$ cat src/rtl/bnn_pkg.sv
// Shared constants and types for the BNN convolution front end.
// Row widths cover the 28x28 input image and the 12x12 pooled feature map.
package bnn_pkg;
  localparam int DW         = 8;
  localparam int K          = 5;
  localparam int IMG_W      = 28;
  localparam int FMAP_W     = 12;
  localparam int IMG_PIXELS = 784;

  typedef logic [DW-1:0] pixel_t;
endpackage

$ cat src/rtl/window_line_delay.sv
// Enabled DW-wide shift register of depth N with every stage exposed.
// Stage 0 holds the most recent accepted sample, stage N-1 the oldest.
module line_delay #(
  parameter int DW = 8,
  parameter int N  = 112
) (
  input  logic            clk,
  input  logic            rst,
  input  logic            en,
  input  logic [DW-1:0]   din,
  output logic [N*DW-1:0] stages
);
  logic [DW-1:0] sr_reg [N];

  always_ff @(posedge clk) begin
    if (rst) begin
      for (int i = 0; i < N; i++) sr_reg[i] <= '0;
    end else if (en) begin
      sr_reg[0] <= din;
      for (int i = 1; i < N; i++) sr_reg[i] <= sr_reg[i-1];
    end
  end

  genvar gi;
  generate
    for (gi = 0; gi < N; gi++) begin : g_stage
      assign stages[gi*DW +: DW] = sr_reg[gi];
    end
  endgenerate
endmodule

$ cat src/rtl/window.sv
// 5-row sliding-window line buffer: emits a vertical column of the current
// pixel plus the same column from the previous K-1 rows, one clock after accept.
module window
  import bnn_pkg::*;
#(
  parameter int DW = bnn_pkg::DW,
  parameter int K  = bnn_pkg::K,
  parameter int W0 = IMG_W,
  parameter int W1 = FMAP_W
) (
  input  logic            clk,
  input  logic            rst,
  input  logic            start,
  input  logic [DW-1:0]   din,
  input  logic            state,
  output logic [K*DW-1:0] taps
);
  localparam int N = (K - 1) * W0;

  logic [N*DW-1:0] sr_flat;
  logic [DW-1:0]   tap_sel [K];
  logic [K*DW-1:0] taps_next;
  logic [K*DW-1:0] taps_reg;

  // The delay line is always sized for the longer row; the short row simply
  // taps earlier stages and leaves the tail as don't-care.
  line_delay #(
    .DW(DW),
    .N (N)
  ) u_line_delay (
    .clk   (clk),
    .rst   (rst),
    .en    (start),
    .din   (din),
    .stages(sr_flat)
  );

  assign tap_sel[0] = din;

  genvar gi;
  generate
    for (gi = 1; gi < K; gi++) begin : g_tap
      // Stage gi*W-1 holds the sample exactly gi rows older than din.
      assign tap_sel[gi] = state ? sr_flat[(gi*W1-1)*DW +: DW]
                                 : sr_flat[(gi*W0-1)*DW +: DW];
    end
    for (gi = 0; gi < K; gi++) begin : g_pack
      assign taps_next[gi*DW +: DW] = tap_sel[gi];
    end
  endgenerate

  always_ff @(posedge clk) begin
    if (rst) begin
      taps_reg <= '0;
    end else if (start) begin
      taps_reg <= taps_next;
    end
  end

  assign taps = taps_reg;
endmodule

$ cat config.mk
export PLATFORM = sky130hd
export DESIGN_NAME = window
export DESIGN_NICKNAME = d
export VERILOG_FILES = /design/src/rtl/bnn_pkg.sv /design/src/rtl/window_line_delay.sv /design/src/rtl/window.sv
export SDC_FILE = /design/constraint.sdc
export NUM_CORES = 1
export LEC_CHECK = 0
export ABC_AREA = 1
export CELL_PAD_IN_SITES_DETAIL_PLACEMENT = 0
export CELL_PAD_IN_SITES_GLOBAL_PLACEMENT = 1
export CORE_ASPECT_RATIO = 0.9
export CORE_MARGIN = 4
export CORE_UTILIZATION = 45
export DETAILED_ROUTE_END_ITERATION = 8
export PLACE_DENSITY_LB_ADDON = 0.1
export REMOVE_ABC_BUFFERS = 1
export SETUP_SLACK_MARGIN = 0.5
export SYNTH_ARGS = -nofsm -noshare
export SYNTH_HDL_FRONTEND = slang
export SYNTH_SLANG_ARGS = --single-unit
$ cat constraint.sdc
create_clock -name clk -period 33.4 [get_ports clk]
set_input_delay 10.02 -clock clk [delete_from_list [all_inputs] [get_ports clk]]
set_output_delay 10.02 -clock clk [all_outputs]
set_load 0.1 [all_outputs]
==> impl_metrics.env, run 1 <==
export IMPL_status="finished clean"
export IMPL_final_cell_mix="inv_1, nor2_1, edfxtp_1"
export IMPL_wl_per_cell_um=12.4
export IMPL_via_count=18000
export IMPL_path_buf_inv=5
export IMPL_cp_num_cells=6
export IMPL_p_per_area_mw_per_mm2=62.9
export IMPL_reg2reg_slack_ps=32440
export IMPL_nNetsFinal=3096
export IMPL_die_y_um=276
export IMPL_period_minus_slack_ps=13970
export IMPL_place_area_mm2=0.0372
export IMPL_end_kind="flip-flop"
export IMPL_drive_above_1_share_pct=4.94
export IMPL_initial_core_util_pct=45.7
export IMPL_met2_usage_pct=19.3
export IMPL_critical_path_cell_chain="clkdlybuf4s50_1 -> nor2_4 -> inv_8 -> buf_4 -> buf_12 -> buf_4"
export IMPL_grt_pass1_wl_um=87300
export IMPL_path_delay_family="buffers and inverters"
export IMPL_leakagePower_uw=0.0165
export IMPL_clk_latency_ps=630
export IMPL_holdPathStages=2
export IMPL_overflow=0
export IMPL_die_x_um=305
export IMPL_clkTransAtPathRegs_ps=60
export IMPL_synthTopCellsByArea="edfxtp_1, inv_1, nor2_1"
export IMPL_dp_hpwl_um=24700
export IMPL_via_per_inst=4.29
export IMPL_seq_area_frac_synth_pct=77.4
export IMPL_fmax_mhz=71.6
export IMPL_cts_max_level=3
export IMPL_core_area_mm2=0.0783
export IMPL_reg2reg_depth=4
export IMPL_max_cap_violations=0
export IMPL_fp_row_count=97
export IMPL_max_slew_margin_pct=23.7
export IMPL_cp_max_fo=177
export IMPL_finClkSkew_ps=16.0
export IMPL_diodes=0
export IMPL_crit_required_ps=33640
export IMPL_cts_num_sinks=936
export IMPL_largest_reg_flops=896
export IMPL_finalCritPeriodShare_pct=41.8
export IMPL_crit_arrival_ps=14210
export IMPL_final_hold_viol_count=0
export IMPL_grtUsageMet3_pct=2.41
export IMPL_stdcell_area_mm2=0.0402
export IMPL_clk_path_buf_depth=3
export IMPL_cts_setup_buffers=0
export IMPL_grt_pass1_vias=17600
export IMPL_routed_wl_um=51900
export IMPL_cts_buffers=96
export IMPL_drtIter0Drc=1596
export IMPL_netlist_instances=3033
export IMPL_crit_slowest_cell="buf_4"
export IMPL_cts_root_buf="clkbuf_16"
export IMPL_slew_violations=0
export IMPL_io_buffers=51
export IMPL_vdd_drop_max_mv=0.0421
export IMPL_critPathLaunchType="input port"
export IMPL_die_area_mm2=0.0841
export IMPL_path_common_cell="buf_4"
export IMPL_cts_hold_buf=0
export IMPL_antenna_found_initial=0
export IMPL_crit_type="input port to flip-flop"
export IMPL_worst_path_largest_cell_delay_ps=910
export IMPL_grt_usage_pct=12.5
export IMPL_syn_avg_cell_area_um2=11.8
export IMPL_cts_tree="yes"
export IMPL_yosysTopAreaCell="edfxtp_1"
export IMPL_grt_start_max_net_pins=212
export IMPL_layout_commonest_cell="inv_1"
export IMPL_rsz0062_at_grt="no"
export IMPL_setup_violations=0
export IMPL_ys_types=10
export IMPL_io_pins=52
export IMPL_fillCellCount=6992
export IMPL_syn2layout_area_growth_pct=12.3
export IMPL_dr_pass1_iters=5
export IMPL_synth_top_area_share_pct=75.2
export IMPL_met1_usage_pct=18.1
export IMPL_ant_nets=0
export IMPL_setup_tns_ps=0
export IMPL_tightestPinTransition_ps=1140
export IMPL_routabilityCongestion=0.679
export IMPL_yosys_warnings=0
export IMPL_yosys_register_bits=936
export IMPL_grt_busiest_layer="met2"
export IMPL_synthesis_area_mm2=0.0358
export IMPL_cts_resized=0
export IMPL_min_path_type="flip-flop to flip-flop"
export IMPL_drc_errors=0
[metal layers]
| layer | vias up | share of wire (%) |
|---|---|---|
| met5 | - | 0 |
| met4 | 0 | 2.6 |
| met3 | 100 | 3.0 |
| met2 | 177 | 43 |
| met1 | 8504 | 51 |
| li1 | 9253 | - |
[power by group]
part	internal [uW]	total [uW]	leakage, uW	switching [uW]
logic	29.0	126	0.00483	96.5
registers	1370	1390	0.0102	21.2
clock network	585	1010	0.00147	426
[final cells by class]
class	instances	area, um^2	share of cell area [%]
sequential	936	27700	68.9
multi-input combinational	1075	4110	10.2
inverter	908	3420	8.50
clock buffer	123	2630	6.54
tap	1039	1300	3.23
timing repair buffer	67	681	1.69
clock inverter	52	347	0.862
[final timing paths]
path	from	endpoint
max	start	u_line_delay.sr_reg[0][617]
min	taps[9]	taps[9]
min reg2reg	taps[9]	taps[9]
max reg2reg	u_line_delay.sr_reg[0][221]	taps[13]
[worst min-delay path: cells and delay by family, from the launching register on]
family | cells | cell delay [ps]
flip-flops | 1 | 300
AND/OR/NAND/NOR | 2 | 110
[cell usage after synthesis]
library cell / count
inv_1: 908
nor2_1: 898
clkbuf_1: 14
buf_2: 90
dfxtp_1: 40
nand3_1: 32
buf_4: 10
nand2_1: 137
edfxtp_1: 896
o21ai_0: 8
[cells by family after synthesis]
| group | count (synthesis) | synth area share, % |
|---|---|---|
| flip-flops | 936 | 77.4 |
| AO/OA/AOI/OAI | 8 | 0.112 |
| AND/OR/NAND/NOR | 1067 | 11.3 |
| buffers and inverters | 1022 | 11.1 |
[stage by stage]
stage	total power [uW]	setup WS [ps]	std cells	hold slack, ps	utilization, %
2_1_floorplan	1540	4550	2919	505	-
3_3_place_gp	1540	18850	4025	440	47.5
3_5_place_dp	1550	18740	4025	445	47.5
4_1_cts	2570	19410	4200	455	51.3
5_1_grt	2640	19160	4200	472	51.3
6_report	2530	19430	4200	450	51.3
Note: power is estimated with default switching activity, not from simulation.
==> run 2: changes to the inputs <==
Clock period 33.4 ns to 14.2 ns, I/O delays scaled along.
==> impl_metrics.env, run 2 (same netlist as run 1, synthesis figures left out) <==
export IMPL_fp_row_count=97
export IMPL_drive_above_1_share_pct=5.20
export IMPL_dp_hpwl_um=25600
export IMPL_fmax_mhz=136
export IMPL_fin_ws_ps=6830
export IMPL_cts_root_buf="clkbuf_16"
export IMPL_crit_start="start"
export IMPL_wl_met1_um=26400
export IMPL_via_per_inst=4.32
export IMPL_grt_pass1_vias=17900
export IMPL_cp_num_cells=5
export IMPL_vdd_drop_max_mv=0.0911
export IMPL_cts_resized=0
export IMPL_wl_met2_um=22700
export IMPL_worst_path_largest_cell_delay_ps=890
export IMPL_drc_errors=0
export IMPL_cts_buffers=97
export IMPL_crit_arrival_ps=7600
export IMPL_p_per_area_mw_per_mm2=150
export IMPL_largest_reg_flops=896
export IMPL_setup_tns_ps=0
export IMPL_highest_layer="met4"
export IMPL_slew_violations=0
export IMPL_crit_slowest_cell="buf_4"
export IMPL_dr_pass1_iters=4
export IMPL_grt_pass1_wl_um=87900
export IMPL_leakagePower_uw=0.0166
export IMPL_crit_end="u_line_delay.sr_reg[0][152]"
export IMPL_reg2reg_from="u_line_delay.sr_reg[0][93]"
export IMPL_core_area_mm2=0.0783
export IMPL_cts_tree="yes"
export IMPL_path_buf_inv=4
export IMPL_final_cell_mix="inv_1, nor2_1, edfxtp_1"
export IMPL_initial_core_util_pct=45.7
export IMPL_r2r_end="taps[13]"
export IMPL_path_delay_family="buffers and inverters"
export IMPL_routabilityCongestion=0.676
export IMPL_routed_wl_um=52100
export IMPL_period_minus_slack_ps=7370
export IMPL_via_count=18200
export IMPL_reg2reg_depth=4
export IMPL_wl_per_cell_um=12.4
export IMPL_cts_num_sinks=936
export IMPL_final_hold_viol_count=0
export IMPL_fillCellCount=6923
export IMPL_finClkSkew_ps=16.5
export IMPL_cp_max_fo=142
export IMPL_die_y_um=276
export IMPL_finalCritPeriodShare_pct=51.9
export IMPL_critPathLaunchType="input port"
export IMPL_cts_setup_buffers=0
export IMPL_die_x_um=305
export IMPL_min_path_type="flip-flop to flip-flop"
export IMPL_end_kind="flip-flop"
export IMPL_max_slew_margin_pct=27.1
export IMPL_syn2layout_area_growth_pct=12.9
export IMPL_cts_max_level=3
export IMPL_clk_path_buf_depth=3
export IMPL_io_buffers=51
export IMPL_status="finished clean"
export IMPL_reg2reg_slack_ps=13160
export IMPL_clk_latency_ps=620
export IMPL_layout_commonest_cell="inv_1"
export IMPL_setup_violations=0
export IMPL_die_area_mm2=0.0841
export IMPL_tightestPinTransition_ps=1090
export IMPL_nNetsFinal=3102
export IMPL_cts_hold_buf=0
export IMPL_io_pins=52
export IMPL_diodes=0
export IMPL_drtIter0Drc=1361
export IMPL_antenna_found_initial=0
export IMPL_overflow=0
export IMPL_rsz0062_at_grt="no"
export IMPL_pre_cts_ws_ps=6160
export IMPL_path_common_cell="buf_4"
export IMPL_crit_type="input port to flip-flop"
export IMPL_route_met3_wl_um=1730
export IMPL_critical_path_cell_chain="clkdlybuf4s50_1 -> nor2_4 -> inv_8 -> buf_4 -> buf_4"
export IMPL_grt_usage_pct=12.6
export IMPL_max_cap_violations=0
export IMPL_crit_required_ps=14440
export IMPL_clkTransAtPathRegs_ps=60
export IMPL_ant_nets=0
export IMPL_grt_start_max_net_pins=143
[run 2: cell types whose count changed in the layout (fill, tap and decap cells not counted), sizes merged]
cell / change
clkinv: -20
buf: +5
bufinv: +2
clkbuf: +27
inv: -2
[run 2: tightest hold or removal path, delay by kind of cell, from the launching register on]
kind | cells | cell delay, ps
flops | 1 | 300
simple gates | 2 | 100
[run 2: through the flow]
stage	cells	hold WS [ps]	util (%)	power, uW	cell area, um^2
2_1_floorplan	2919	505	-	3630	35200
3_3_place_gp	4030	440	47.5	3630	37200
3_5_place_dp	4030	440	47.5	3640	37200
4_1_cts	4212	453	51.6	6180	40400
5_1_grt	4212	468	51.6	6340	40400
6_report	4212	450	51.6	6070	40400
[run 2: worst min path at each step]
stage / slack, ps / from / end / cells after the start
detailed placement: 440 / taps[24] / taps[24] / 2
finish: 450 / taps[25] / taps[25] / 2
global route: 470 / taps[26] / taps[26] / 2
floorplan: 500 / u_line_delay.sr_reg[0][520] / u_line_delay.sr_reg[0][528] / 2
global placement: 440 / taps[25] / taps[25] / 2
CTS: 450 / taps[24] / taps[24] / 2
[run 2: final cells by class]
| class | count | area, um^2 | area share (%) |
|---|---|---|---|
| Timing Repair Buffer | 72 | 668 | 1.65 |
| Tap cell | 1039 | 1300 | 3.22 |
| Sequential cell | 936 | 27700 | 68.6 |
| Clock inverter | 32 | 312 | 0.771 |
| Clock buffer | 150 | 2870 | 7.12 |
| Inverter | 908 | 3420 | 8.46 |
| Multi-Input combinational cell | 1075 | 4110 | 10.2 |
[run 2: report_power, final]
part / leakage [uW] / internal (uW) / switching (uW)
clock: 0.00156 / 1500 / 1000
sequential: 0.0102 / 3230 / 48.9
combinational: 0.00483 / 67.7 / 228
[run 2: per-layer routing]
metal  track usage (%)  vias up
met5                 0        -
met4              4.18        0
met3              2.39      101
met2              19.7      181
met1              17.9     8666
li1                  -     9260
==> run 3: changes to the inputs <==
Clock period 14.2 ns to 7.6 ns, I/O delays scaled along.
==> impl_metrics.env, run 3 (same netlist as run 1, synthesis figures left out) <==
export IMPL_largest_reg_flops=896
export IMPL_reg2reg_depth=4
export IMPL_layout_commonest_cell="inv_1"
export IMPL_die_y_um=276
export IMPL_die_area_mm2=0.0841
export IMPL_cts_hold_buf=0
export IMPL_clkPwrFrac_pct=40.7
export IMPL_cts_num_sinks=936
export IMPL_r2r_end="taps[22]"
export IMPL_layout_cells_non_filler=4208
export IMPL_drive_above_1_share_pct=5.05
export IMPL_cts_setup_buffers=0
export IMPL_vdd_drop_max_mv=0.204
export IMPL_p_per_area_mw_per_mm2=279
export IMPL_reg2reg_slack_ps=6680
export IMPL_status="finished clean"
export IMPL_ant_nets=0
export IMPL_crit_slowest_cell="clkdlybuf4s50_1"
export IMPL_min_path_type="flip-flop to flip-flop"
export IMPL_seqCellArea_mm2=0.0277
export IMPL_slew_violations=0
export IMPL_grt_pass1_wl_um=88200
export IMPL_finalCritPeriodShare_pct=61.1
export IMPL_syn2layout_area_growth_pct=12.9
export IMPL_leakagePower_uw=0.0166
export IMPL_dr_pass1_iters=4
export IMPL_final_cell_mix="inv_1, nor2_1, edfxtp_1"
export IMPL_internal_power_uw=8880
export IMPL_path_delay_family="buffers and inverters"
export IMPL_max_slew_margin_pct=29.1
export IMPL_fp_row_count=97
export IMPL_antenna_found_initial=1
export IMPL_io_buffers=51
export IMPL_setup_violations=0
export IMPL_multiInputGateArea_mm2=0.00411
export IMPL_worst_path_largest_cell_delay_ps=1210
export IMPL_place_inst=4029
export IMPL_core_area_mm2=0.0783
export IMPL_io_pins=52
export IMPL_via_per_inst=4.32
export IMPL_cp_max_fo=2
export IMPL_fillCellCount=6959
export IMPL_holdPathStages=2
export IMPL_routabilityCongestion=0.680
export IMPL_cts_max_level=3
export IMPL_path_buf_inv=1
export IMPL_drtIter0Drc=1367
export IMPL_crit_required_ps=5320
export IMPL_drc_errors=0
export IMPL_grt_usage_pct=12.7
export IMPL_die_x_um=305
export IMPL_hold_end="taps[23]"
export IMPL_grt_start_max_net_pins=161
export IMPL_critPathLaunchType="flip-flop"
export IMPL_fmax_mhz=215
export IMPL_max_cap_violations=0
export IMPL_diodes=0
export IMPL_dp_hpwl_um=25100
export IMPL_cts_resized=0
export IMPL_reg2reg_from="u_line_delay.sr_reg[0][446]"
export IMPL_cts_buffers=96
export IMPL_nNetsFinal=3100
export IMPL_via_count=18200
export IMPL_wl_per_cell_um=12.4
export IMPL_p_switching_uw=2390
export IMPL_critical_path_cell_chain="clkdlybuf4s50_1"
export IMPL_setup_tns_ps=0
export IMPL_hold_start="taps[23]"
export IMPL_overflow=0
export IMPL_clk_path_buf_depth=3
export IMPL_total_power_uw=11300
export IMPL_hold_ws_ps=452
export IMPL_clk_latency_ps=630
export IMPL_period_minus_slack_ps=4640
export IMPL_pwr_share_comb_pct=5.0
export IMPL_cts_tree="yes"
export IMPL_clkTransAtPathRegs_ps=60
export IMPL_grt_pass1_vias=18000
export IMPL_cts_root_buf="clkbuf_16"
export IMPL_end_kind="output port"
export IMPL_swShare_pct=21.2
export IMPL_sequentialPowerShare_pct=54.3
export IMPL_crit_type="flip-flop to output port"
export IMPL_tightestPinTransition_ps=1060
export IMPL_final_hold_viol_count=0
export IMPL_finClkSkew_ps=17.6
export IMPL_rsz0062_at_grt="no"
export IMPL_crit_arrival_ps=2360
export IMPL_initial_core_util_pct=45.7
export IMPL_routed_wl_um=52300
run 3: cell count changes in the layout (fill, tap and decap cells not counted), moves of 3 or more:
cell and change:
clkbuf_8 +3, buf_12 +9, clkinv_2 -3, buf_4 -10
run 3: worst max path at each step:
| stage | from | to | slack, ps | cells past startpoint |
|---|---|---|---|---|
| 6_report | taps[13] | taps[13] | 2960 | 1 |
| 2_1_floorplan | start | u_line_delay.sr_reg[0][0] | -13510 | 2 |
| 3_5_place_dp | start | u_line_delay.sr_reg[0][217] | 2780 | 4 |
| 4_1_cts | taps[13] | taps[13] | 2890 | 1 |
| 3_3_place_gp | start | u_line_delay.sr_reg[0][209] | 2790 | 4 |
| 5_1_grt | taps[13] | taps[13] | 2870 | 1 |
run 3: power by group through the flow:
stage / logic (uW) / clock network, uW / registers [uW]
2_1_floorplan: 328 / 0 / 6460
3_3_place_gp: 561 / 0 / 6220
3_5_place_dp: 571 / 0 / 6230
4_1_cts: 575 / 4770 / 6120
5_1_grt: 644 / 4960 / 6150
6_report: 558 / 4590 / 6120
run 3: layout make-up:
| class | count | share of cell area [%] |
|---|---|---|
| Sequential cell | 936 | 68.6 |
| Multi-Input combinational cell | 1075 | 10.2 |
| Inverter | 908 | 8.45 |
| Clock buffer | 153 | 7.11 |
| Tap cell | 1039 | 3.22 |
| Timing Repair Buffer | 71 | 1.91 |
| Clock inverter | 26 | 0.576 |
run 3: through the flow:
stage	instance area, um^2	setup slack (ps)	util [%]
floorplan	35200	-13510	-
global placement	37300	2790	47.7
detailed placement	37300	2780	47.7
CTS	40400	2890	51.6
global route	40400	2870	51.6
finish	40400	2960	51.6
run 3: routing by layer:
layer	vias up	global-route usage, %	wire [um]
met2	180	19.9	23000
met3	94	2.43	1700
met5	-	0	0
li1	9251	-	-
met4	0	4.39	1370
met1	8663	17.9	26200
